==> config.mk <==
export PLATFORM = sky130hd
export DESIGN_NAME = alu_exec_stage_flat
export DESIGN_NICKNAME = d
export VERILOG_FILES = /design/src/rtl/alu_exec_stage_pkg.sv /design/src/rtl/alu_exec_stage_if.sv /design/src/rtl/alu_exec_stage_core.sv /design/src/rtl/alu_exec_stage.sv /design/src/flat_wrapper.sv
export SDC_FILE = /design/constraint.sdc
export NUM_CORES = 1
export LEC_CHECK = 0
export CORE_ASPECT_RATIO = 1.25
export CORE_MARGIN = 2
export CORE_UTILIZATION = 55
export CTS_BUF_LIST = sky130_fd_sc_hd__clkbuf_4 sky130_fd_sc_hd__clkbuf_8 sky130_fd_sc_hd__clkbuf_16
export CTS_CLUSTER_SIZE = 24
export DETAILED_ROUTE_END_ITERATION = 10
export PLACE_DENSITY = 0.83
export SETUP_SLACK_MARGIN = 0.4
export SLEW_MARGIN = 20
export SYNTH_ARGS = -nofsm -noshare
export SYNTH_HDL_FRONTEND = slang
export SYNTH_SLANG_ARGS = --single-unit
==> constraint.sdc <==
create_clock -name clk -period 2.5 [get_ports clk]
set_input_delay 0.5 -clock clk [delete_from_list [all_inputs] [get_ports clk]]
set_output_delay 0.5 -clock clk [all_outputs]
set_load 0.05 [all_outputs]
==> src/rtl/alu_exec_stage_pkg.sv <==
// Shared ALU definitions: control codes, ALUOp encodings and execute-stage states.
package alu_pkg;

  // 3-bit operation codes produced by the ALU control decoder
  typedef enum logic [2:0] {
    ALU_AND = 3'b000,
    ALU_OR  = 3'b001,
    ALU_ADD = 3'b010,
    ALU_SUB = 3'b110,
    ALU_SLT = 3'b111
  } alu_ctrl_e;

  // 2-bit ALUOp from the main decoder (consumed by the ALU control decoder)
  typedef enum logic [1:0] {
    ALUOP_MEM   = 2'b00,
    ALUOP_BEQ   = 2'b01,
    ALUOP_RTYPE = 2'b10
  } alu_op_e;

  // Execute-stage occupancy: the output register is either empty or holds a result
  typedef enum logic {
    ST_EMPTY = 1'b0,
    ST_FULL  = 1'b1
  } stage_state_e;

endpackage

==> src/rtl/alu_exec_stage_if.sv <==
// Request/response bundle for the ALU execute stage.
interface alu_exec_stage_if #(
  parameter int unsigned WIDTH     = 32,
  parameter int unsigned CNT_WIDTH = 16
);

  logic                 in_valid;
  logic                 in_ready;
  logic [2:0]           alucontrol;
  logic [WIDTH-1:0]     src_a;
  logic [WIDTH-1:0]     src_b;
  logic                 out_valid;
  logic                 out_ready;
  logic [WIDTH-1:0]     result;
  logic                 zero;
  logic                 overflow;
  logic                 illegal;
  logic [CNT_WIDTH-1:0] op_count;

  // Upstream/downstream environment driving the stage
  modport master (
    output in_valid, alucontrol, src_a, src_b, out_ready,
    input  in_ready, out_valid, result, zero, overflow, illegal, op_count
  );

  // The execute stage itself
  modport slave (
    input  in_valid, alucontrol, src_a, src_b, out_ready,
    output in_ready, out_valid, result, zero, overflow, illegal, op_count
  );

endinterface

==> src/rtl/alu_exec_stage_core.sv <==
// Combinational ALU: decoded operation, signed overflow and illegal-code flag.
module alu_core
  import alu_pkg::*;
#(
  parameter int unsigned WIDTH = 32
) (
  input  logic [WIDTH-1:0] a,
  input  logic [WIDTH-1:0] b,
  input  logic [2:0]       control,
  output logic [WIDTH-1:0] y,
  output logic             ovf,
  output logic             illegal
);

  logic [WIDTH-1:0] w_sum;
  logic [WIDTH-1:0] w_diff;
  logic             w_ovf_add;
  logic             w_ovf_sub;
  logic             w_lt;

  // Shared adder/subtractor results and their signed-overflow conditions
  always_comb begin
    w_sum     = a + b;
    w_diff    = a - b;
    w_ovf_add = (a[WIDTH-1] == b[WIDTH-1]) && (w_sum[WIDTH-1]  != a[WIDTH-1]);
    w_ovf_sub = (a[WIDTH-1] != b[WIDTH-1]) && (w_diff[WIDTH-1] != a[WIDTH-1]);
    // sign of a-b corrected by overflow gives the true signed comparison
    w_lt      = w_diff[WIDTH-1] ^ w_ovf_sub;
  end

  // Operation select; undefined codes yield zero and raise illegal
  always_comb begin
    y       = '0;
    ovf     = 1'b0;
    illegal = 1'b0;
    case (control)
      ALU_ADD: begin
        y   = w_sum;
        ovf = w_ovf_add;
      end
      ALU_SUB: begin
        y   = w_diff;
        ovf = w_ovf_sub;
      end
      ALU_AND: y = a & b;
      ALU_OR:  y = a | b;
      ALU_SLT: y = {{(WIDTH-1){1'b0}}, w_lt};
      default: illegal = 1'b1;
    endcase
  end

endmodule

==> src/rtl/alu_exec_stage.sv <==
// Registered ALU execute stage: single-entry output register with valid/ready
// handshake, result flags and a wrapping count of consumed results.
module alu_exec_stage
  import alu_pkg::*;
#(
  parameter int unsigned WIDTH     = 32,
  parameter int unsigned CNT_WIDTH = 16
) (
  input  logic         clk,
  input  logic         rst_n,
  alu_exec_stage_if.slave bus
);

  stage_state_e         r_state;
  stage_state_e         w_state_nxt;
  logic                 w_out_valid;
  logic                 w_in_ready;
  logic                 w_in_xfer;
  logic                 w_out_xfer;

  logic [WIDTH-1:0]     w_y;
  logic                 w_ovf;
  logic                 w_illegal;

  logic [WIDTH-1:0]     r_result;
  logic                 r_zero;
  logic                 r_overflow;
  logic                 r_illegal;
  logic [CNT_WIDTH-1:0] r_op_count;

  alu_core #(.WIDTH(WIDTH)) u_core (
    .a       (bus.src_a),
    .b       (bus.src_b),
    .control (bus.alucontrol),
    .y       (w_y),
    .ovf     (w_ovf),
    .illegal (w_illegal)
  );

  // Occupancy state register
  always_ff @(posedge clk or negedge rst_n) begin
    if (!rst_n) r_state <= ST_EMPTY;
    else        r_state <= w_state_nxt;
  end

  // Next state: an accepted input always leaves the stage full (covers the
  // consume-and-refill case); otherwise a consume empties it
  always_comb begin
    w_state_nxt = r_state;
    if (w_in_xfer)       w_state_nxt = ST_FULL;
    else if (w_out_xfer) w_state_nxt = ST_EMPTY;
  end

  // Handshake outputs; in_ready passes through a same-cycle consume
  always_comb begin
    w_out_valid = (r_state == ST_FULL);
    w_in_ready  = !w_out_valid || bus.out_ready;
    w_in_xfer   = bus.in_valid && w_in_ready;
    w_out_xfer  = w_out_valid && bus.out_ready;
  end

  // Result register loads only on an accepted input, so it holds under backpressure
  always_ff @(posedge clk or negedge rst_n) begin
    if (!rst_n) begin
      r_result   <= '0;
      r_zero     <= 1'b0;
      r_overflow <= 1'b0;
      r_illegal  <= 1'b0;
    end else if (w_in_xfer) begin
      r_result   <= w_y;
      r_zero     <= (w_y == '0);
      r_overflow <= w_ovf;
      r_illegal  <= w_illegal;
    end
  end

  // Consumed-result counter, wraps naturally at 2^CNT_WIDTH
  always_ff @(posedge clk or negedge rst_n) begin
    if (!rst_n)          r_op_count <= '0;
    else if (w_out_xfer) r_op_count <= r_op_count + CNT_WIDTH'(1);
  end

  assign bus.in_ready  = w_in_ready;
  assign bus.out_valid = w_out_valid;
  assign bus.result    = r_result;
  assign bus.zero      = r_zero;
  assign bus.overflow  = r_overflow;
  assign bus.illegal   = r_illegal;
  assign bus.op_count  = r_op_count;

endmodule

==> src/flat_wrapper.sv <==
// flat-port wrapper written by rule: the top's interface ports become plain ports
module alu_exec_stage_flat import alu_pkg::*;
#(
  parameter int unsigned WIDTH     = 32,
  parameter int unsigned CNT_WIDTH = 16
)
  (clk, rst_n, bus_in_valid, bus_alucontrol, bus_src_a, bus_src_b, bus_out_ready, bus_in_ready, bus_out_valid, bus_result, bus_zero, bus_overflow, bus_illegal, bus_op_count);
  alu_exec_stage_if #(.WIDTH(WIDTH), .CNT_WIDTH(CNT_WIDTH)) bus_i ();
  input  logic clk;
  input  logic rst_n;
  input wire logic [$bits(bus_i.in_valid)-1:0] bus_in_valid;
  input wire logic [$bits(bus_i.alucontrol)-1:0] bus_alucontrol;
  input wire logic [$bits(bus_i.src_a)-1:0] bus_src_a;
  input wire logic [$bits(bus_i.src_b)-1:0] bus_src_b;
  input wire logic [$bits(bus_i.out_ready)-1:0] bus_out_ready;
  output wire logic [$bits(bus_i.in_ready)-1:0] bus_in_ready;
  output wire logic [$bits(bus_i.out_valid)-1:0] bus_out_valid;
  output wire logic [$bits(bus_i.result)-1:0] bus_result;
  output wire logic [$bits(bus_i.zero)-1:0] bus_zero;
  output wire logic [$bits(bus_i.overflow)-1:0] bus_overflow;
  output wire logic [$bits(bus_i.illegal)-1:0] bus_illegal;
  output wire logic [$bits(bus_i.op_count)-1:0] bus_op_count;
  assign bus_i.in_valid = bus_in_valid;
  assign bus_i.alucontrol = bus_alucontrol;
  assign bus_i.src_a = bus_src_a;
  assign bus_i.src_b = bus_src_b;
  assign bus_i.out_ready = bus_out_ready;
  assign bus_in_ready = bus_i.in_ready;
  assign bus_out_valid = bus_i.out_valid;
  assign bus_result = bus_i.result;
  assign bus_zero = bus_i.zero;
  assign bus_overflow = bus_i.overflow;
  assign bus_illegal = bus_i.illegal;
  assign bus_op_count = bus_i.op_count;
  alu_exec_stage #(.WIDTH(WIDTH), .CNT_WIDTH(CNT_WIDTH)) u_core (.clk(clk), .rst_n(rst_n), .bus(bus_i));
endmodule
==> summary.txt, run 1 <==
Yosys
  – Warnings, synthesis: 0
  – Average size of a mapped cell: ~7.5 um^2
  – Main combinational cell family by area after synthesis: compound AO/OA/AOI/OAI gates
  – Main synth FF type: dfrtp_1
  – Post-Syn Instances: approximately 950
  – Distinct cells, synth: approximately 80
  – Synth Register Bits: 52
  – Sequential area share after synthesis: 0.182
  – Post-synth EDFFs: 0
  – Syn_nets: between 1000 and 1500
  – Adder-Cell Fraction of Synth Area: 0.194
  – Post-synthesis mux area share: 0.0101
  – Async SR Flop Fraction: 1.00
  – Post-Synth XOR/XNOR Area: 0.0428
  – Netlist Area Pre-Place: ~7200 um^2
  – Compound-cell area share of the yosys netlist: 0.301
  – Top-area cell type share of the netlist area: 0.185
  – Simple-gate share of the synthesized area: 0.193
  – Synth area leader: ha_1
  – Top post-synthesis cells by area: ha_1 (19%), dfrtp_1 (18%), a21oi_1 (5.8%)

Clock network
  – Root buffer cell: clkbuf_16
  – Post-CTS Repair Setup Buffers: 45
  – Sink Count: 52
  – H-tree depth: 2
  – Post-CTS resize count: around 340
  – Total CTS buffers: 5
  – Hold buffers post-CTS: 0
  – Worst-case clock buffer depth: 2

Status
  – Log Error: [ERROR DPL-0038] Utilization greater than 100%, impossible to legalize
  – Run status: did not finish
  – Failing step: clock tree synthesis

Floorplanning
  – # IOs: between 100 and 150
  – Initial Util: 0.563
  – Core Rows: 46
  – Die Span Y: around 130 um
  – Die Width: ~110 um

Placement
  – DP Wirelength: roughly 25000 um
  – PortBufs: 123
  – Dpl cell area: between 10000 and 15000 um^2
  – Routability cong.: slightly above 1
## through the flow
step	worst slack (ns)	cells	setup TNS [ns]
detailed placement	-3.22	1553	-44.48
floorplan	-1.83	952	-8.19
global placement	-2.70	1553	-38.70
## cell usage after synthesis (14+ instances only)
cell and count:
ha_1 106, nand2_1 101, a21oi_1 83, inv_1 82
nor2_1 71, dfrtp_1 52, o21ai_0 46, xnor2_1 30
nor3_1 24, clkbuf_1 23, a211oi_1 21, nand3_1 18
buf_2 17, a31oi_1 15, o211ai_1 15, a21o_1 14
o21ai_1 14
## kinds of logic after synthesis
family,count (synthesis)
xor+xnor,35
simple gates,293
flops,52
fa+ha+maj,109
buf+inv,140
mux,7
compound gates,316
==> inputs of run 2 (changes only) <==
--- a/config.mk
+++ b/config.mk
@@ -5,14 +5,10 @@
 export SDC_FILE = /design/constraint.sdc
 export NUM_CORES = 1
 export LEC_CHECK = 0
-export CORE_ASPECT_RATIO = 1.25
 export CORE_MARGIN = 2
-export CORE_UTILIZATION = 55
-export CTS_BUF_LIST = sky130_fd_sc_hd__clkbuf_4 sky130_fd_sc_hd__clkbuf_8 sky130_fd_sc_hd__clkbuf_16
-export CTS_CLUSTER_SIZE = 24
+export CORE_UTILIZATION = 40
 export DETAILED_ROUTE_END_ITERATION = 10
-export PLACE_DENSITY = 0.83
-export SETUP_SLACK_MARGIN = 0.4
+export PLACE_DENSITY_LB_ADDON = 0.15
 export SLEW_MARGIN = 20
 export SYNTH_ARGS = -nofsm -noshare
 export SYNTH_HDL_FRONTEND = slang
==> run 2 against run 1 <==
Against the previous run: the flow now finishes, with violations (negative setup slack); area after synthesis stayed put; synthesized cell count stayed put.
==> summary.txt, run 2 <==
Yosys
  – Synth Register Bits: 52
  – Syn_nets: around 1100
  – Average size of a mapped cell: between 7 and 8 um^2
  – Distinct cells, synth: 78
  – Top-area cell type share of the netlist area: 0.185
  – Main synth FF type: dfrtp_1
  – Synth area leader: ha_1
  – Async SR Flop Fraction: 1.00
  – Netlist Area Pre-Place: roughly 7000 um^2
  – Warnings, synthesis: 0
  – Top post-synthesis cells by area: ha_1 (19%), dfrtp_1 (18%), a21oi_1 (5.8%)
  – Most common cell in the netlist: ha_1
  – Top post-synthesis cells by count: ha_1 (106), nand2_1 (101), a21oi_1 (83)
  – Post-Syn Instances: between 900 and 1000
  – Post-synth EDFFs: 0
  – Sequential area share after synthesis: 0.182

Route
  – First-pass DRT Iterations: 6
  – DRT Wirelength: approximately 30000 um
  – Vias: roughly 9400
  – Antenna Nets Post-Route: 0
  – Initial DRC Count: 763
  – DRC Markers: 0
  – Routed len/inst: between 15 and 20 um
  – Via density: between 5 and 6

Pwr
  – Worst IR Drop VDD: between 400 and 500 uV
  – Switching Fraction: 0.433
  – Power per cell area: between 400 and 500 nW/um^2
  – Internal Power: between 3 and 4 mW
  – Leakage: slightly above 6 nW
  – Combinational share of power: 0.649
  – Clk pwr share: 0.148
  – Total chip power: between 5 and 6 mW
  – P_sw: around 2.3 mW
  – Reg power frac: 0.203

Global routing
  – Met3 usage: 0.0335
  – Total GRT Usage: 0.290
  – First-pass GRT wire length: 44100 um
  – Largest net degree at the start of global routing: 53
  – Vias in the first global route: approximately 8800
  – Initial antenna violation count: 0
  – Met2 usage: 0.507
  – Global route overflow: 0
  – Grt met1 use: 0.380
  – Gr busiest metal: met2

Worst setup path
  – WP data required: between 2 and 3 ns
  – Critical path's most frequent cell: nand4_1
  – Slowest-stage cell, CP: fa_2
  – Reg-to-reg setup timing slack: approximately 0.13 ns
  – Crit path launch type: primary input
  – Critical Path End Type: flop
  – Critical path arrival: around 4.8 ns
  – Critical path type: primary input to flop
  – Reg2Reg Launch Point: u_core.bus.out_valid
  – Crit-path max cell delay: between 0.3 and 0.4 ns
  – Setup crit start: bus_src_b[2]
  – Crit-path max FO: 3

STA
  – Final Max Tran Viols: 0
  – Max_slew headroom: 0.319
  – RSZ-0062 raised after global routing: true
  – Worst-Margin Slew: just over 1 ns
  – Worst Skew: approximately 0.0072 ns
  – Fin crit period: about 4.6 ns
  – Final Hold Violating Endpoints: 0
  – Fmax achieved: about 0.22 GHz
  – Final setup viols: 28
  – Fin worst setup slack: -2.07 ns
  – Final cycle utilization of the critical path: 1.83
  – Hold WS: between 0.15 and 0.2 ns

Cells and area
  – Final core occ: 0.757
  – Synth-to-Final Area Change: 84.1%
  – Commonest non-fill, non-tap cell in the layout: buf_4
  – Most frequent cells in the layout: buf_4 (379), nand2_1 (94), clkdlybuf4s50_1 (73)
  – Share of post-route cells with drive strength above 1: 0.475
  – Largest register FFs: 32
  – Antenna diode count: 0
  – Final net count: between 1500 and 2000

Clock network
  – H-tree depth: 2
  – CTS tree: done
  – Hold buffers post-CTS: 0
  – Total CTS buffers: 5
  – Worst-path clk slew: about 0.07 ns
  – Skew-Pair Late Insertion Delay: a little under 0.3 ns
  – Worst-case clock buffer depth: 2
  – Sink Count: 52
  – Root buffer cell: clkbuf_16

Status
  – Run status: finished with violations
  – Failing checks: negative setup slack

Run
  – Max_cap viols: 0

Worst hold path
  – Worst hold path type: primary input to async pin

Floorplanning
  – Die Span Y: between 100 and 150 um
  – Initial Util: 0.411
  – Core Rows: 48
  – Core box area: around 17000 um^2
  – Die area: approximately 19000 um^2
  – Die Width: between 100 and 150 um
  – # IOs: about 120

Placement
  – Routability cong.: 0.940
  – PortBufs: around 120
  – Pre-CTS WS: -3.04 ns
  – DP Wirelength: 21600 um
-- run 2: worst paths after layout --
check                                           to  depth (start not counted)
max                                u_core.bus.zero                         28
min                        u_core.bus.op_count[12]                          2
max reg2reg                        u_core.bus.zero                         12
min reg2reg                u_core.bus.op_count[15]                          1
max in group asynchronous    u_core.bus.result[29]                          2
min in group clk           u_core.bus.op_count[15]                          1
-- run 2: timing repair --
action / 4_1_cts / 5_1_grt
endpoints found under the hold margin: 0 / 0
resized for setup: 281 / 160
pin swaps: 95 / 102
setup buffers: 32 / 42
endpoints found under the setup margin: 32 / 30
-- run 2: routing by layer --
metal	wire length (um)	share of wire
met5	0	0
met4	1030	0.034
met2	14500	0.48
met3	2190	0.073
met1	12200	0.41
-- run 2: kinds of logic after synthesis --
| family | Yosys count | share of synthesized area |
|---|---|---|
| adders and majority gates | 109 | 0.194 |
| DFF | 52 | 0.182 |
| and+or+nand+nor | 293 | 0.193 |
| xor gates and xnor gates | 35 | 0.0428 |
| muxes | 7 | 0.0101 |
| AOI/OAI and AO/OA | 316 | 0.301 |
| buffers and inverters | 140 | 0.0774 |
-- run 2: cell type report --
class / instances / area, um^2
clock buffer: 6 / 129
inverter: 90 / 405
multi-input combinational: 760 / 6620
sequential: 52 / 1300
fill: 1282 / 4240
clock inverter: 2 / 38.8
timing repair buffer: 535 / 4410
tap: 225 / 282
-- run 2: power groups by stage --
stage	Clock, mW	Combinational, mW	Sequential, mW
after global placement	0	2.87	1.10
after CTS	0.800	3.16	1.09
after floorplan	0	1.11	1.54
after detailed placement	0	2.90	1.10
final	0.793	3.49	1.09
after global routing	0.841	3.69	1.11
-- run 2: through the flow --
| stage | TNS (ns) | instance area [um^2] | instances |
|---|---|---|---|
| 3_5_place_dp | -41.30 | 11300 | 1600 |
| 6_report | -15.69 | 13200 | 1670 |
| 2_1_floorplan | -8.21 | 7420 | 952 |
| 4_1_cts | -16.99 | 12400 | 1637 |
| 3_3_place_gp | -39.89 | 11300 | 1600 |
| 5_1_grt | -18.38 | 13200 | 1670 |
-- run 2: worst max-delay path: cells and delay by family --
kind	cells	cell delay (ns)
AND/OR/NAND/NOR	10	1.47
buffers and inverters	3	0.25
adder cells (fa/ha/maj)	2	0.50
AO/OA/AOI/OAI	13	2.05
Note: power is estimated with default switching activity, not from simulation.
==> inputs of run 3 (changes only) <==
--- a/config.mk
+++ b/config.mk
@@ -6,7 +6,7 @@
 export NUM_CORES = 1
 export LEC_CHECK = 0
 export CORE_MARGIN = 2
-export CORE_UTILIZATION = 40
+export CORE_UTILIZATION = 55
 export DETAILED_ROUTE_END_ITERATION = 10
 export PLACE_DENSITY_LB_ADDON = 0.15
 export SLEW_MARGIN = 20
==> run 3 against run 2 <==
Against the previous run: the run now fails in clock tree synthesis; synthesized cell count unchanged; area after synthesis unchanged.
==> summary.txt, run 3 <==
Clock network
  – Sink Count: 52
  – Post-CTS resize count: 360
  – Total CTS buffers: 5
  – Worst-case clock buffer depth: 2
  – Root buffer cell: clkbuf_16
  – Post-CTS Repair Setup Buffers: 54
  – H-tree depth: 2
  – Hold buffers post-CTS: 0

Yosys
  – Top post-synthesis cells by count: ha_1 (106), nand2_1 (101), a21oi_1 (83)
  – Post-Syn Instances: 952
  – Distinct cells, synth: 78
  – Syn_nets: 1132
  – Sequential area share after synthesis: 0.182
  – Netlist Area Pre-Place: 7160 um^2
  – Post-synth EDFFs: 0
  – Synth area leader: ha_1
  – Warnings, synthesis: 0
  – Most common cell in the netlist: ha_1
  – Top post-synthesis cells by area: ha_1 (19%), dfrtp_1 (18%), a21oi_1 (5.8%)
  – Top-area cell type share of the netlist area: 0.185
  – Synth Register Bits: 52
  – Async SR Flop Fraction: 1.00
  – Main synth FF type: dfrtp_1
  – Average size of a mapped cell: about 7.5 um^2

Floorplanning
  – Initial Util: 0.565
  – Die Span Y: between 100 and 150 um
  – Die Width: between 100 and 150 um
  – Core Rows: 41
  – # IOs: ~120

Status
  – Failing step: clock tree synthesis
  – Run status: did not finish
  – Log Error: [ERROR DPL-0033] detailed placement checks failed during check placement.

Placement
  – Dpl cell area: between 10000 and 15000 um^2
  – Routability cong.: roughly 0.97
  – PortBufs: ~120
  – Pre-CTS WS: -3.12 ns
  – DP Wirelength: roughly 23000 um
[run 3: cell counts after synthesis]
No cell type changed its count.
[run 3: kinds of logic after synthesis]
logic type,synth area share
XOR/XNOR,0.0428
multiplexers,0.0101
AO/OA/AOI/OAI,0.301
adder cells (fa/ha/maj),0.194
AND/OR/NAND/NOR,0.193
buffers and inverters,0.0774
flip-flops,0.182
[run 3: stage by stage]
step | std cells | TNS, ns | util
after detailed placement | 1531 | -40.90 | 0.879
after floorplan | 952 | -8.21 | -
after global placement | 1531 | -37.73 | 0.879
